## src/rtl/cpu_fsm_ctrl_pkg.sv

```systemverilog
// Shared encodings for the lab CPU controller: states, register/write-back selects,
// opcode and ALU op fields, and the control-word bundle driven into the datapath.
package cpu_fsm_ctrl_pkg;

  localparam int unsigned STATE_W = 4;
  localparam int unsigned NSEL_W  = 3;
  localparam int unsigned VSEL_W  = 2;
  localparam int unsigned OPC_W   = 3;
  localparam int unsigned OP_W    = 2;

  typedef enum logic [STATE_W-1:0] {
    ST_WAIT   = 4'd0,
    ST_DECODE = 4'd1,
    ST_WR_IMM = 4'd2,
    ST_GET_A  = 4'd3,
    ST_GET_B  = 4'd4,
    ST_EXEC   = 4'd5,
    ST_EXEC_Z = 4'd6,
    ST_CMP    = 4'd7,
    ST_WR_C   = 4'd8
  } state_t;

  localparam logic [NSEL_W-1:0] NSEL_NONE = 3'b000;
  localparam logic [NSEL_W-1:0] NSEL_RN   = 3'b001;
  localparam logic [NSEL_W-1:0] NSEL_RD   = 3'b010;
  localparam logic [NSEL_W-1:0] NSEL_RM   = 3'b100;

  localparam logic [VSEL_W-1:0] VSEL_C     = 2'b00;
  localparam logic [VSEL_W-1:0] VSEL_IMM   = 2'b01;
  localparam logic [VSEL_W-1:0] VSEL_MDATA = 2'b10;
  localparam logic [VSEL_W-1:0] VSEL_PC    = 2'b11;

  localparam logic [OPC_W-1:0] OPC_MOV = 3'b110;
  localparam logic [OPC_W-1:0] OPC_ALU = 3'b101;

  localparam logic [OP_W-1:0] MOV_IMM = 2'b10;
  localparam logic [OP_W-1:0] MOV_REG = 2'b00;
  localparam logic [OP_W-1:0] ALU_ADD = 2'b00;
  localparam logic [OP_W-1:0] ALU_CMP = 2'b01;
  localparam logic [OP_W-1:0] ALU_AND = 2'b10;
  localparam logic [OP_W-1:0] ALU_MVN = 2'b11;

  typedef struct packed {
    logic              w;
    logic [NSEL_W-1:0] nsel;
    logic [VSEL_W-1:0] vsel;
    logic              write;
    logic              loada;
    logic              loadb;
    logic              asel;
    logic              bsel;
    logic              loadc;
    logic              loads;
  } ctrl_t;

  // Moore output table: control word asserted while sitting in a given state.
  function automatic ctrl_t state_ctrl(input state_t st);
    ctrl_t c;
    c = '0;
    case (st)
      ST_WAIT:   c.w = 1'b1;
      ST_WR_IMM: begin c.nsel = NSEL_RN; c.vsel = VSEL_IMM; c.write = 1'b1; end
      ST_GET_A:  begin c.nsel = NSEL_RN; c.loada = 1'b1; end
      ST_GET_B:  begin c.nsel = NSEL_RM; c.loadb = 1'b1; end
      ST_EXEC:   c.loadc = 1'b1;
      ST_EXEC_Z: begin c.asel = 1'b1; c.loadc = 1'b1; end
      ST_CMP:    c.loads = 1'b1;
      ST_WR_C:   begin c.nsel = NSEL_RD; c.vsel = VSEL_C; c.write = 1'b1; end
      default:   c = '0;
    endcase
    return c;
  endfunction

endpackage

```

## src/rtl/cpu_fsm_ctrl.sv

```systemverilog
// Moore sequencer for the lab CPU datapath: one instruction per start, back to WAIT.
// Control word is registered from the next state; datapath enables are gated by reset.
module cpu_fsm_ctrl
  import cpu_fsm_ctrl_pkg::*;
(
  input  logic              clk,
  input  logic              i_reset,
  input  logic              i_s,
  input  logic [OPC_W-1:0]  i_opcode,
  input  logic [OP_W-1:0]   i_op,
  output logic              o_w,
  output logic [NSEL_W-1:0] o_nsel,
  output logic [VSEL_W-1:0] o_vsel,
  output logic              o_write,
  output logic              o_loada,
  output logic              o_loadb,
  output logic              o_asel,
  output logic              o_bsel,
  output logic              o_loadc,
  output logic              o_loads
);

  state_t r_state;
  state_t w_next_state;
  ctrl_t  r_ctrl;
  ctrl_t  w_next_ctrl;

  // State and control-word registers; control word always matches r_state.
  always_ff @(posedge clk) begin
    if (i_reset) begin
      r_state <= ST_WAIT;
      r_ctrl  <= state_ctrl(ST_WAIT);
    end else begin
      r_state <= w_next_state;
      r_ctrl  <= w_next_ctrl;
    end
  end

  // Next-state logic; unused encodings fall through to WAIT.
  always_comb begin
    w_next_state = ST_WAIT;
    case (r_state)
      ST_WAIT:   w_next_state = i_s ? ST_DECODE : ST_WAIT;
      ST_DECODE: begin
        if (i_opcode == OPC_MOV && i_op == MOV_IMM)
          w_next_state = ST_WR_IMM;
        else if (i_opcode == OPC_MOV && i_op == MOV_REG)
          w_next_state = ST_GET_B;
        else if (i_opcode == OPC_ALU && i_op == ALU_MVN)
          w_next_state = ST_GET_B;
        else if (i_opcode == OPC_ALU)
          w_next_state = ST_GET_A;
        else
          w_next_state = ST_WAIT;
      end
      ST_WR_IMM: w_next_state = ST_WAIT;
      ST_GET_A:  w_next_state = ST_GET_B;
      ST_GET_B: begin
        // MOV reg and MVN pass B through the ALU with A forced to zero.
        if (i_opcode == OPC_MOV || i_op == ALU_MVN)
          w_next_state = ST_EXEC_Z;
        else if (i_op == ALU_CMP)
          w_next_state = ST_CMP;
        else
          w_next_state = ST_EXEC;
      end
      ST_EXEC:   w_next_state = ST_WR_C;
      ST_EXEC_Z: w_next_state = ST_WR_C;
      ST_CMP:    w_next_state = ST_WAIT;
      ST_WR_C:   w_next_state = ST_WAIT;
      default:   w_next_state = ST_WAIT;
    endcase
  end

  // Output decode; load/write enables are suppressed while reset is held.
  always_comb begin
    w_next_ctrl = state_ctrl(w_next_state);
    o_w     = r_ctrl.w;
    o_nsel  = r_ctrl.nsel;
    o_vsel  = r_ctrl.vsel;
    o_asel  = r_ctrl.asel;
    o_bsel  = r_ctrl.bsel;
    o_write = r_ctrl.write & ~i_reset;
    o_loada = r_ctrl.loada & ~i_reset;
    o_loadb = r_ctrl.loadb & ~i_reset;
    o_loadc = r_ctrl.loadc & ~i_reset;
    o_loads = r_ctrl.loads & ~i_reset;
  end

endmodule
```

## config.mk

```make
export PLATFORM = sky130hd
export DESIGN_NAME = cpu_fsm_ctrl
export DESIGN_NICKNAME = d
export VERILOG_FILES = /design/src/rtl/cpu_fsm_ctrl_pkg.sv /design/src/rtl/cpu_fsm_ctrl.sv
export SDC_FILE = /design/constraint.sdc
export NUM_CORES = 1
export LEC_CHECK = 0
export ABC_CLOCK_PERIOD_IN_PS = 2300
export BUFFER_PORTS_ARGS = -buffer_cell sky130_fd_sc_hd__buf_4
export CAP_MARGIN = 10
export CORE_UTILIZATION = 45
export CTS_CLUSTER_DIAMETER = 200
export DETAILED_ROUTE_END_ITERATION = 10
export GPL_TIMING_DRIVEN = 0
export PLACE_DENSITY = 0.69
export SLEW_MARGIN = 20
export SYNTH_ARGS = -nofsm -noshare
export SYNTH_HDL_FRONTEND = slang
export SYNTH_SLANG_ARGS = --single-unit
```

## constraint.sdc

```tcl
create_clock -name clk -period 2.3 [get_ports clk]
set_input_delay 0.46 -clock clk [delete_from_list [all_inputs] [get_ports clk]]
set_output_delay 0.46 -clock clk [all_outputs]
set_load 0.01 [all_outputs]
```

# Yosys cells after proc, flatten, opt, wreduce, memory -nomap -nowiden
# Index checks and enable logic that the tools add are counted.
op_classes:
  bitwise: 6
  eq_ne: 17
  reduce_logical: 10
  mux: 16
op_table:
  columns: ["cell", "n"]
  rows:
  - ["4-bit by 3-bit equality test with 1-bit output (second input constant)", 7]
  - ["4-bit one-hot mux with 5 select lines", 1]
  - ["4-bit by 2-bit equality test with 1-bit output (second input constant)", 3]
  - ["3-bit two-way mux", 3]
  - ["3-bit one-hot mux with 3 select lines", 1]
  - ["4-bit zero test", 2]
  - ["1-bit two-way mux", 7]
  - ["3-bit equality test (second input constant)", 2]
  - ["2-bit two-way mux", 3]
  - ["2-bit OR reduction", 3]
  - ["1-bit AND", 5]
  - ["2-bit equality test (second input constant)", 2]
  - ["4-bit by 1-bit equality test with 1-bit output (second input constant)", 1]
  - ["4-bit equality test (second input constant)", 1]
  - ["2-bit one-hot mux with 2 select lines", 1]
  - ["1-bit logical AND", 3]
  - ["2-bit by 1-bit equality test with 1-bit output (second input constant)", 1]
  - ["2-bit zero test", 1]
  - ["1-bit logical OR", 1]
  - ["1-bit inverter", 1]
word_totals:
  out_inout_bits: 13
  in_bits: 8
  wordCells: 60
  ff_bits: 17

# Longest topological paths before layout
# Gate-level depths: netlist of run 1.
logic_depth:
  ltp_word: 9
  mapped_depth: 6
  mapped_depth_nobuf: 5

# Worst setup path before layout of run 1
# OpenSTA, ideal clock, no wires.
synth_timing:
  path_type: "input -> register"
  startpoint: "in i_opcode[1]"
  endpoint: "reg r_ctrl, in the netlist o_w"
  path_stages: 5
  path_slack_ns: 0.706
  setup_time_ns: 0.114
  path_buffers: 0
  t_arrival_ns: 1.480
  required_time_ns: 2.186
  cell_sequence: "nand2b_1 or4b_1 nand3_2 nor2_1 a21o_1"
synth_between:
  elab_chain_cells: 8
  elab_cells_between_ends: 14
  cone_classes: "eq/ne: 2; mux: 7; reduce/logical: 5"
synth_rtl:
  columns: ["item", "line", "text"]
  rows:
  - ["from (decl)", "cpu_fsm_ctrl.sv:9", "input logic [OPC_W-1:0] i_opcode,"]
  - ["3-bit equality test", "cpu_fsm_ctrl.sv:49, cpu_fsm_ctrl.sv:51", null]
  - ["2-bit two-way mux / 1-bit logical AND (equally long branches)", "cpu_fsm_ctrl.sv:51, cpu_fsm_ctrl.sv:49", null]
  - ["3-bit two-way mux", "cpu_fsm_ctrl.sv:49", "else if (i_opcode == OPC_ALU && i_op == ALU_MVN)"]
  - ["3-bit two-way mux", "cpu_fsm_ctrl.sv:47", "else if (i_opcode == OPC_MOV && i_op == MOV_REG)"]
  - ["3-bit two-way mux", "cpu_fsm_ctrl.sv:45", "if (i_opcode == OPC_MOV && i_op == MOV_IMM)"]
  - ["4-bit one-hot mux with 5 select lines *", "cpu_fsm_ctrl.sv:42", "case (r_state)"]
  - ["4-bit zero test *", "cpu_fsm_ctrl_pkg.sv:60", "case (st)"]
  - ["1-bit two-way mux *", "cpu_fsm_ctrl_pkg.sv:60", null]
  - ["to (signal assigned)", "cpu_fsm_ctrl.sv:32", "r_ctrl <= state_ctrl(ST_WAIT);"]
  - ["to (signal assigned)", "cpu_fsm_ctrl.sv:35", "r_ctrl <= w_next_ctrl;"]
  - ["to (decl)", "cpu_fsm_ctrl.sv:25", "ctrl_t r_ctrl;"]
# Every way passes the cells marked *; elsewhere a longest branch is shown, timed or not.
# A chain may end at the register's enable or synchronous reset.

# Worst setup path in the final report of run 1
layout_timing:
  startpoint: "reg r_state[0]"
  endpoint: "reg r_ctrl, in the netlist o_w"
layout_between:
  elab_chain_cells: 5
  elab_cells_between_ends: 10
  cone_classes: "eq/ne: 5; mux: 2; reduce/logical: 3"
layout_rtl:
  columns: ["item", "line", "text"]
  rows:
  - ["from (decl)", "cpu_fsm_ctrl.sv:23", "state_t r_state;"]
  - ["from (signal assigned)", "cpu_fsm_ctrl.sv:34", "r_state <= w_next_state;"]
  - ["4-bit by 3-bit equality test with 1-bit output", "cpu_fsm_ctrl.sv:42", null]
  - ["2-bit OR reduction (no source line)", null, null]
  - ["4-bit one-hot mux with 5 select lines *", "cpu_fsm_ctrl.sv:42", null]
  - ["4-bit zero test *", "cpu_fsm_ctrl_pkg.sv:60", null]
  - ["1-bit two-way mux *", "cpu_fsm_ctrl_pkg.sv:60", null]
# Marked as above.

==> run summary, run 1 <==
Layout fillers = 121
Congestion Overflow GR = 0
largest area contributor in the netlist = dfxtp_1
die area = 1680 µm²
Post-CTS Hold Fix Bufs = 0
Clk network pwr share = 35.6%
post-CTS setup buffer count = 0
CTS tree = done
Tcrit/Tclk final = 75.0%
final hold slack = 506 ps
CTS Buf Count = 3
Post-CTS Resized = 0
power density over cell area = 540 nW/µm²
proportion of layout cells with a drive suffix above 1 = 37.2%
worst path required time = 2470 ps
Synth Instances = 72
area fraction of the dominant cell type after synthesis = 41.0%
# Max-Cap Violations = 0
FP Rows = 13
final net count = 103
Clock Path Buffers = 2
sequential fraction of the synthesis area = 41.0%
ant diodes = 0
critical path type = reg2reg
routability congestion estimate = 0.818
EDFF count, synth = 0
max incr delay on CP = 520 ps
Clock Tree Root = clkbuf_4
Comb power frac = 11.0%
DRT Pass-1 Iters = 4
io pins = 21
Post-DRT Antenna Nets = 0
Hold Crit Class = in2reg
largest net degree at the start of global routing = 11
post-DP HPWL = 861 µm
total track usage = 17.4%
skew final = 0.156 ps
NetSw = 0.000102 W
Flop pwr share = 53.4%
Crit Path Max Fanout = 8
status = finished, final reports clean
minimum clock period = 1720 ps
# setup viols final = 0
Max Freq = 0.580 GHz
Post-Syn Area per Cell = 9.51 µm²
sw frac = 21.7%
initial antenna violation count = 0
Die Y = 41 µm
asr flop ratio synth = 0%
Die X-Extent = 41 µm
total number of vias = 528
Area Overhead vs Synth = 27.2%
cell with the most instances after synthesis = dfxtp_1
core area = 1350 µm²
DRT Wirelength = 1130 µm
Hold Violations, Final = 0
RSZ-0062 raised after global routing = false
Port Buffer Count = 17
crit path max-delay cell type = or4b_1
routed length per instance = 10.3 µm
Int Power = 0.000368 W
Crit. End Element = register
largest cells by area after synthesis = dfxtp_1, buf_4, nor2b_1
Pleak = 0.406 nW
clock slew at reported path FFs = 80 ps
maximum vdd drop = 0.411 mV
vias in the first global route = 434
setup TNS = 0 ps
via/cell ratio = 4.84
CP Data Arrival Time = 1890 ps
synthesized flop and latch total = 14
first-pass GRT wire length = 1860 µm
Startpoint Class = register
Cell Area, Synth = 684 µm²
Sink Count = 14
Residual DRC = 0
critical-path cell list = nand4bb_1, or4b_1, nand3_2, nor2_1, a21o_1
Initial Util = 50.7%
DRT iter0 DRCs = 13
top_reg_cell synth = dfxtp_1
H-tree levels = 1
Crit path buffers/inverters = 0
Post-synth top cells = dfxtp_1, nor2_1, buf_4, nor2b_1, inv_1
worst skew pair latency = 270 ps
Largest delay share family, worst path = simple AND/OR/NAND/NOR gates
final max-slew violation count = 0
Yosys warnings = 0
Yosys cell types = 32
==> final cells by class <==
| type | instances | area, µm² | share of cell area, % |
|---|---|---|---|
| flip-flops and latches | 14 | 280 | 32.2 |
| inverters | 4 | 15.0 | 1.72 |
| plain buffers | 7 | 48.8 | 5.60 |
| multi-input cells | 48 | 344 | 39.5 |
| repair buffers | 17 | 128 | 14.7 |
| clock buffers | 4 | 36.3 | 4.17 |
| well taps | 15 | 18.8 | 2.16 |
==> worst min-delay path: stages <==
cell     delay, ps
buf_4          120
o21ai_0         60
a21oi_1         80
==> flip-flops by register name, summed over array words and instances, names as in the netlist <==
signal	cells
o_nsel	3
r_state	4
r_ctrl	4
o_w	1
o_vsel	1
o_asel	1
==> stage by stage <==
step / setup WS, ps / util (%) / instance area [µm²] / instances / power [W]
detailed placement: 504 / 61.8 / 835 / 105 / 0.000308
global placement: 487 / 61.8 / 835 / 105 / 0.000307
floorplan: 706 / - / 688 / 73 / 0.000288
global route: 445 / 64.5 / 871 / 109 / 0.000497
CTS: 573 / 64.5 / 871 / 109 / 0.000478
finish: 576 / 64.5 / 871 / 109 / 0.000470
==> power by group through the flow <==
stage                     combinational [W]  sequential, W  clock (W)
after floorplan                   0.0000315       0.000257          0
after global placement            0.0000509       0.000256          0
after detailed placement          0.0000516       0.000256          0
after CTS                         0.0000522       0.000251   0.000175
after global routing              0.0000577       0.000252   0.000187
final                             0.0000519       0.000251   0.000167
==> metal layers <==
metal | global-route usage, % | wire length (µm) | vias up
met4 | 5.00 | 0 | 0
li1 | - | - | 281
met2 | 26.6 | 530 | 19
met3 | 8.15 | 89 | 0
met1 | 21.5 | 507 | 228
met5 | 0 | 0 | -
==> cells in the final DEF, fill, tap and decap left out, types with 2 or more instances in the layout <==
master / Yosys / final
and3_1: 2 / 2
buf_4: 6 / 23
clkbuf_4: 0 / 3
conb_1: 1 / 2
dfxtp_1: 14 / 14
inv_1: 4 / 4
nand2_1: 2 / 2
nand3_1: 2 / 2
nand3b_1: 3 / 3
nor2_1: 8 / 8
nor2b_1: 6 / 6
xor2_1: 3 / 3
==> worst paths after layout <==
path	startpoint	slack [ps]	cells past startpoint	endpoint
min reg2reg	r_state[2]$_SDFF_PP0_	580	1	o_nsel[1]$_SDFF_PP0_
min	i_opcode[2]	510	3	o_nsel[2]$_SDFF_PP0_
max	r_state[0]$_SDFF_PP0_	580	5	o_w$_SDFF_PP1_
max reg2reg	r_state[0]$_SDFF_PP0_	580	5	o_w$_SDFF_PP1_
==> cell families (layout without fill, tap and decap cells) <==
family | count (synthesis) | count (layout) | share of synthesized area (%)
compound gates | 9 | 9 | 11.3
xor+xnor | 3 | 3 | 3.84
buf+inv | 11 | 32 | 9.32
flops | 14 | 14 | 41.0
other cells | 1 | 2 | 0.548
simple gates | 34 | 34 | 34.0
(Power assumes the default switching activity.)
==> inputs of run 2 (changes only) <==
--- a/config.mk
+++ b/config.mk
@@ -5,10 +5,10 @@
 export SDC_FILE = /design/constraint.sdc
 export NUM_CORES = 1
 export LEC_CHECK = 0
-export ABC_CLOCK_PERIOD_IN_PS = 2300
+export ABC_CLOCK_PERIOD_IN_PS = 1500
 export BUFFER_PORTS_ARGS = -buffer_cell sky130_fd_sc_hd__buf_4
 export CAP_MARGIN = 10
-export CORE_UTILIZATION = 45
+export CORE_UTILIZATION = 43
 export CTS_CLUSTER_DIAMETER = 200
 export DETAILED_ROUTE_END_ITERATION = 10
 export GPL_TIMING_DRIVEN = 0
==> constraint.sdc (replaced) <==
create_clock -name clk -period 1.5 [get_ports clk]
set_input_delay 0.3 -clock clk [delete_from_list [all_inputs] [get_ports clk]]
set_output_delay 0.3 -clock clk [all_outputs]
set_load 0.01 [all_outputs]
==> run summary, run 2 (synthesis gave the netlist of run 1 again) <==
Comb power frac = 14.0%
Clk network pwr share = 35.9%
Largest delay share family, worst path = simple AND/OR/NAND/NOR gates
initial antenna violation count = 0
die area = 1760 µm²
DRT iter0 DRCs = 21
post-DP HPWL = 982 µm
first-pass GRT wire length = 2560 µm
Layout fillers = 117
via/cell ratio = 5.07
CTS tree = done
Sink Count = 14
power density over cell area = 778 nW/µm²
Area after DPL = 860 µm²
DRT Wirelength = 1510 µm
critical-path cell list = nand4bb_4, or4b_4, nand3_4, xor2_1, nor2_1
Post-DRT Antenna Nets = 0
DRT Pass-1 Iters = 4
Startpoint Class = register
commonest non-fill, non-tap cell in the layout = buf_4
Reg2Reg Setup Slack = -50 ps
worst skew pair latency = 290 ps
clock slew at reported path FFs = 90 ps
largest net degree at the start of global routing = 11
sw frac = 24.0%
Die X-Extent = 41.9 µm
Initial Util = 46.0%
Pleak = 0.456 nW
FP Rows = 14
vias in the first global route = 585
commonest non-fill, non-tap cells in the layout = buf_4, dfxtp_1, nor2_1
H-tree levels = 1
Congestion Overflow GR = 0
skew final = 5.97 ps
Clock Path Buffers = 2
final net count = 112
Residual DRC = 0
maximum vdd drop = 0.436 mV
Layout Utilization = 65.8%
final hold slack = 349 ps
Area Overhead vs Synth = 43.1%
Post-CTS Hold Fix Bufs = 0
final max-slew violation count = 0
total number of vias = 603
final instance area = 980 µm²
# Max-Cap Violations = 0
Clock Tree Root = clkbuf_4
Crit. End Element = register
NetSw = 0.000183 W
post-route insts no fill = 119
post-route setup slack = -49.5 ps
placed cell count = 106
status = complete, but fails checks
Hold Violations, Final = 0
worst path required time = 1670 ps
Die Y = 41.9 µm
io pins = 21
proportion of layout cells with a drive suffix above 1 = 49.5%
Port Buffer Count = 17
failing checks = negative setup slack
total track usage = 20.1%
CP Data Arrival Time = 1720 ps
routability congestion estimate = 0.766
RSZ-0062 raised after global routing = true
max incr delay on CP = 510 ps
Crit path buffers/inverters = 0
core area = 1490 µm²
CTS Buf Count = 3
Max Freq = 0.645 GHz
Crit Path Max Fanout = 8
# setup viols final = 7
critical path type = reg2reg
Flop pwr share = 50.1%
Hold Crit Class = in2reg
Int Power = 0.000580 W
routed length per instance = 12.7 µm
minimum clock period = 1550 ps
crit path max-delay cell type = or4b_4
Tcrit/Tclk final = 103%
ant diodes = 0
==> run 2: cell types whose count changed in the layout (fill, tap and decap cells not counted), sizes merged <==
cell  previous run  this run
buf             23        32
==> run 2: metal layers <==
layer  vias to the layer above  track usage, %  share of wire, %
met3                         5            8.26               6.0
met2                        20            35.6                52
met4                         0            7.74               1.3
met5                         -               0                 0
li1                        300               -                 -
met1                       278            20.8                40
==> run 2: worst register-to-register path, delay by kind of cell, from the launching register on <==
kind	cells	cell delay [ps]
AND/OR/NAND/NOR	4	920
XOR/XNOR	1	160
flip-flops	1	360
==> run 2: layout make-up <==
| type | count | area [µm²] | area share (%) |
|---|---|---|---|
| sequential | 14 | 293 | 29.9 |
| inverter | 4 | 15.0 | 1.53 |
| clock buffer | 4 | 36.3 | 3.70 |
| timing repair buffer | 26 | 195 | 19.9 |
| buffer | 7 | 48.8 | 4.98 |
| multi-input combinational | 48 | 372 | 37.9 |
| tap | 16 | 20.0 | 2.04 |
==> run 2: final timing paths <==
check | cells after the start | start | endpoint
hold reg to reg | 2 | r_state[1]$_SDFF_PP0_ | o_nsel[2]$_SDFF_PP0_
hold / removal | 3 | i_opcode[2] | o_nsel[2]$_SDFF_PP0_
setup reg to reg | 5 | r_state[2]$_SDFF_PP0_ | r_ctrl[1]$_SDFF_PP0_
setup / recovery | 5 | r_state[2]$_SDFF_PP0_ | r_ctrl[1]$_SDFF_PP0_
==> run 2: power groups by stage <==
| stage | registers (W) | clock network [W] | logic, W |
|---|---|---|---|
| after floorplan | 0.000393 | 0 | 0.0000508 |
| after detailed placement | 0.000394 | 0 | 0.0000833 |
| after global placement | 0.000393 | 0 | 0.0000820 |
| after global routing | 0.000382 | 0.000300 | 0.000116 |
| final | 0.000382 | 0.000274 | 0.000107 |
| after CTS | 0.000381 | 0.000276 | 0.000100 |
==> run 2: metrics by stage <==
| stage | total power (W) | setup TNS (ps) | worst slack (ps) |
|---|---|---|---|
| floorplan | 0.000444 | -62.4 | -34.6 |
| detailed placement | 0.000477 | -783 | -136 |
| global placement | 0.000475 | -635 | -125 |
| global route | 0.000799 | -510 | -102 |
| finish | 0.000762 | -150 | -49.5 |
| CTS | 0.000757 | -130 | -48.6 |
==> run 2: what timing repair did <==
| action | in CTS | in global routing |
|---|---|---|
| setup buffers | 6 | 3 |
| resized for setup | 4 | 1 |
| setup endpoints to repair | 9 | 8 |
| pin swaps | 6 | 1 |
==> inputs of run 3 (changes only) <==
--- a/config.mk
+++ b/config.mk
@@ -6,13 +6,14 @@
 export NUM_CORES = 1
 export LEC_CHECK = 0
 export ABC_CLOCK_PERIOD_IN_PS = 1500
-export BUFFER_PORTS_ARGS = -buffer_cell sky130_fd_sc_hd__buf_4
 export CAP_MARGIN = 10
-export CORE_UTILIZATION = 43
+export CORE_UTILIZATION = 45
 export CTS_CLUSTER_DIAMETER = 200
 export DETAILED_ROUTE_END_ITERATION = 10
+export DONT_BUFFER_PORTS = 1
 export GPL_TIMING_DRIVEN = 0
-export PLACE_DENSITY = 0.69
+export PLACE_DENSITY = 0.6
+export REMOVE_ABC_BUFFERS = 1
 export SLEW_MARGIN = 20
 export SYNTH_ARGS = -nofsm -noshare
 export SYNTH_HDL_FRONTEND = slang
==> run summary, run 3 (synthesis gave the netlist of run 1 again) <==
power density over cell area = 823 nW/µm²
Crit path buffers/inverters = 0
clock slew at reported path FFs = 80 ps
Largest delay share family, worst path = simple AND/OR/NAND/NOR gates
Residual DRC = 0
# setup viols final = 6
Initial Util = 50.7%
Pleak = 0.320 nW
Clock Path Buffers = 2
initial antenna violation count = 0
Crit. End Element = register
commonest non-fill, non-tap cell in the layout = dfxtp_1
critical path type = reg2reg
Port Buffer Count = 0
final net count = 86
Area Overhead vs Synth = 15.9%
via/cell ratio = 5.30
commonest non-fill, non-tap cells in the layout = dfxtp_1, nor2_1, buf_4
Max Freq = 0.634 GHz
CTS tree = done
setup TNS = -316 ps
die area = 1680 µm²
FP Rows = 13
Layout fillers = 125
Die Y = 41 µm
# Max-Cap Violations = 0
post-route setup slack = -76.4 ps
Hold Startpoint = i_reset
Die X-Extent = 41 µm
DRT iter0 DRCs = 5
first-pass GRT wire length = 2040 µm
post-DP HPWL = 771 µm
total number of vias = 482
Crit Path Max Fanout = 5
ant diodes = 0
sequential cell area = 293 µm²
Tcrit/Tclk final = 105%
Startpoint Class = register
Clock Tree Root = clkbuf_4
proportion of layout cells with a drive suffix above 1 = 32.9%
total track usage = 19.4%
CTS Buf Count = 3
Layout Utilization = 58.8%
routed length per instance = 13.7 µm
Sink Count = 14
worst skew pair latency = 270 ps
critical-path cell list = nor4b_4, a21boi_4, o22ai_4, or3_4, o21bai_2
failing checks = negative setup slack
Post-DRT Antenna Nets = 0
routability congestion estimate = 0.701
core area = 1350 µm²
RSZ-0062 raised after global routing = true
skew final = 2.05 ps
Congestion Overflow GR = 0
DRT Wirelength = 1250 µm
largest net degree at the start of global routing = 11
worst path required time = 1710 ps
r2r startpoint = r_state[0]$_SDFF_PP0_
CP Data Arrival Time = 1780 ps
H-tree levels = 1
final max-slew violation count = 0
status = complete, but fails checks
minimum clock period = 1580 ps
crit path max-delay cell type = or3_4
maximum vdd drop = 0.451 mV
Hold Crit Class = in2reg
vias in the first global route = 480
io pins = 21
DRT Pass-1 Iters = 4
Hold Violations, Final = 0
Multi-input gate area = 392 µm²
max incr delay on CP = 400 ps
crit path launch = r_state[0]$_SDFF_PP0_
[run 3: changes by cell type in the layout (fill, tap and decap cells not counted), sizes merged]
cell / previous run / this run
buf: 32 / 7
clkbuf: 5 / 3
[run 3: repair_timing]
item | in CTS | in global routing
setup buffers | 5 | 2
resized for setup | 12 | 1
pin swaps | 8 | 4
endpoints found under the setup margin | 9 | 7
hold buffers | 0 | 0
gates cloned | 0 | 0
[run 3: cell type report]
type	count	share of cell area, %
Clock buffer	3	2.84
Inverter	4	1.89
Multi-Input combinational cell	48	49.4
Sequential cell	14	36.9
Tap cell	15	2.37
Timing Repair Buffer	7	6.62
[run 3: metrics by stage]
step	setup slack [ps]	hold WS, ps	cells	area [µm²]	power (W)
floorplan	-73.8	372	66	639	0.000434
global placement	-198	375	81	658	0.000441
detailed placement	-220	375	81	658	0.000441
CTS	-95.6	70.6	89	777	0.000655
global route	-150	60.0	91	793	0.000689
finish	-76.4	79.9	91	793	0.000653
[run 3: layer usage]
layer | share of wire (%) | track usage (%)
met5 | 0 | 0
met4 | 1.7 | 10.0
met3 | 5.3 | 6.52
met2 | 48 | 32.0
met1 | 45 | 21.8
[run 3: path summary, 6_finish.rpt]
kind | end | slack, ps | cells after the start
max | r_ctrl[6]$_SDFF_PP0_ | -80 | 5
min | r_state[0]$_SDFF_PP0_ | 80 | 1
max reg2reg | r_ctrl[6]$_SDFF_PP0_ | -80 | 5
min reg2reg | o_nsel[1]$_SDFF_PP0_ | 550 | 1
[run 3: power breakdown]
group	internal [W]	switching, W
sequential	0.000375	0.00000860
clock	0.0000929	0.000108
combinational	0.0000351	0.0000334
total	0.000503	0.000150
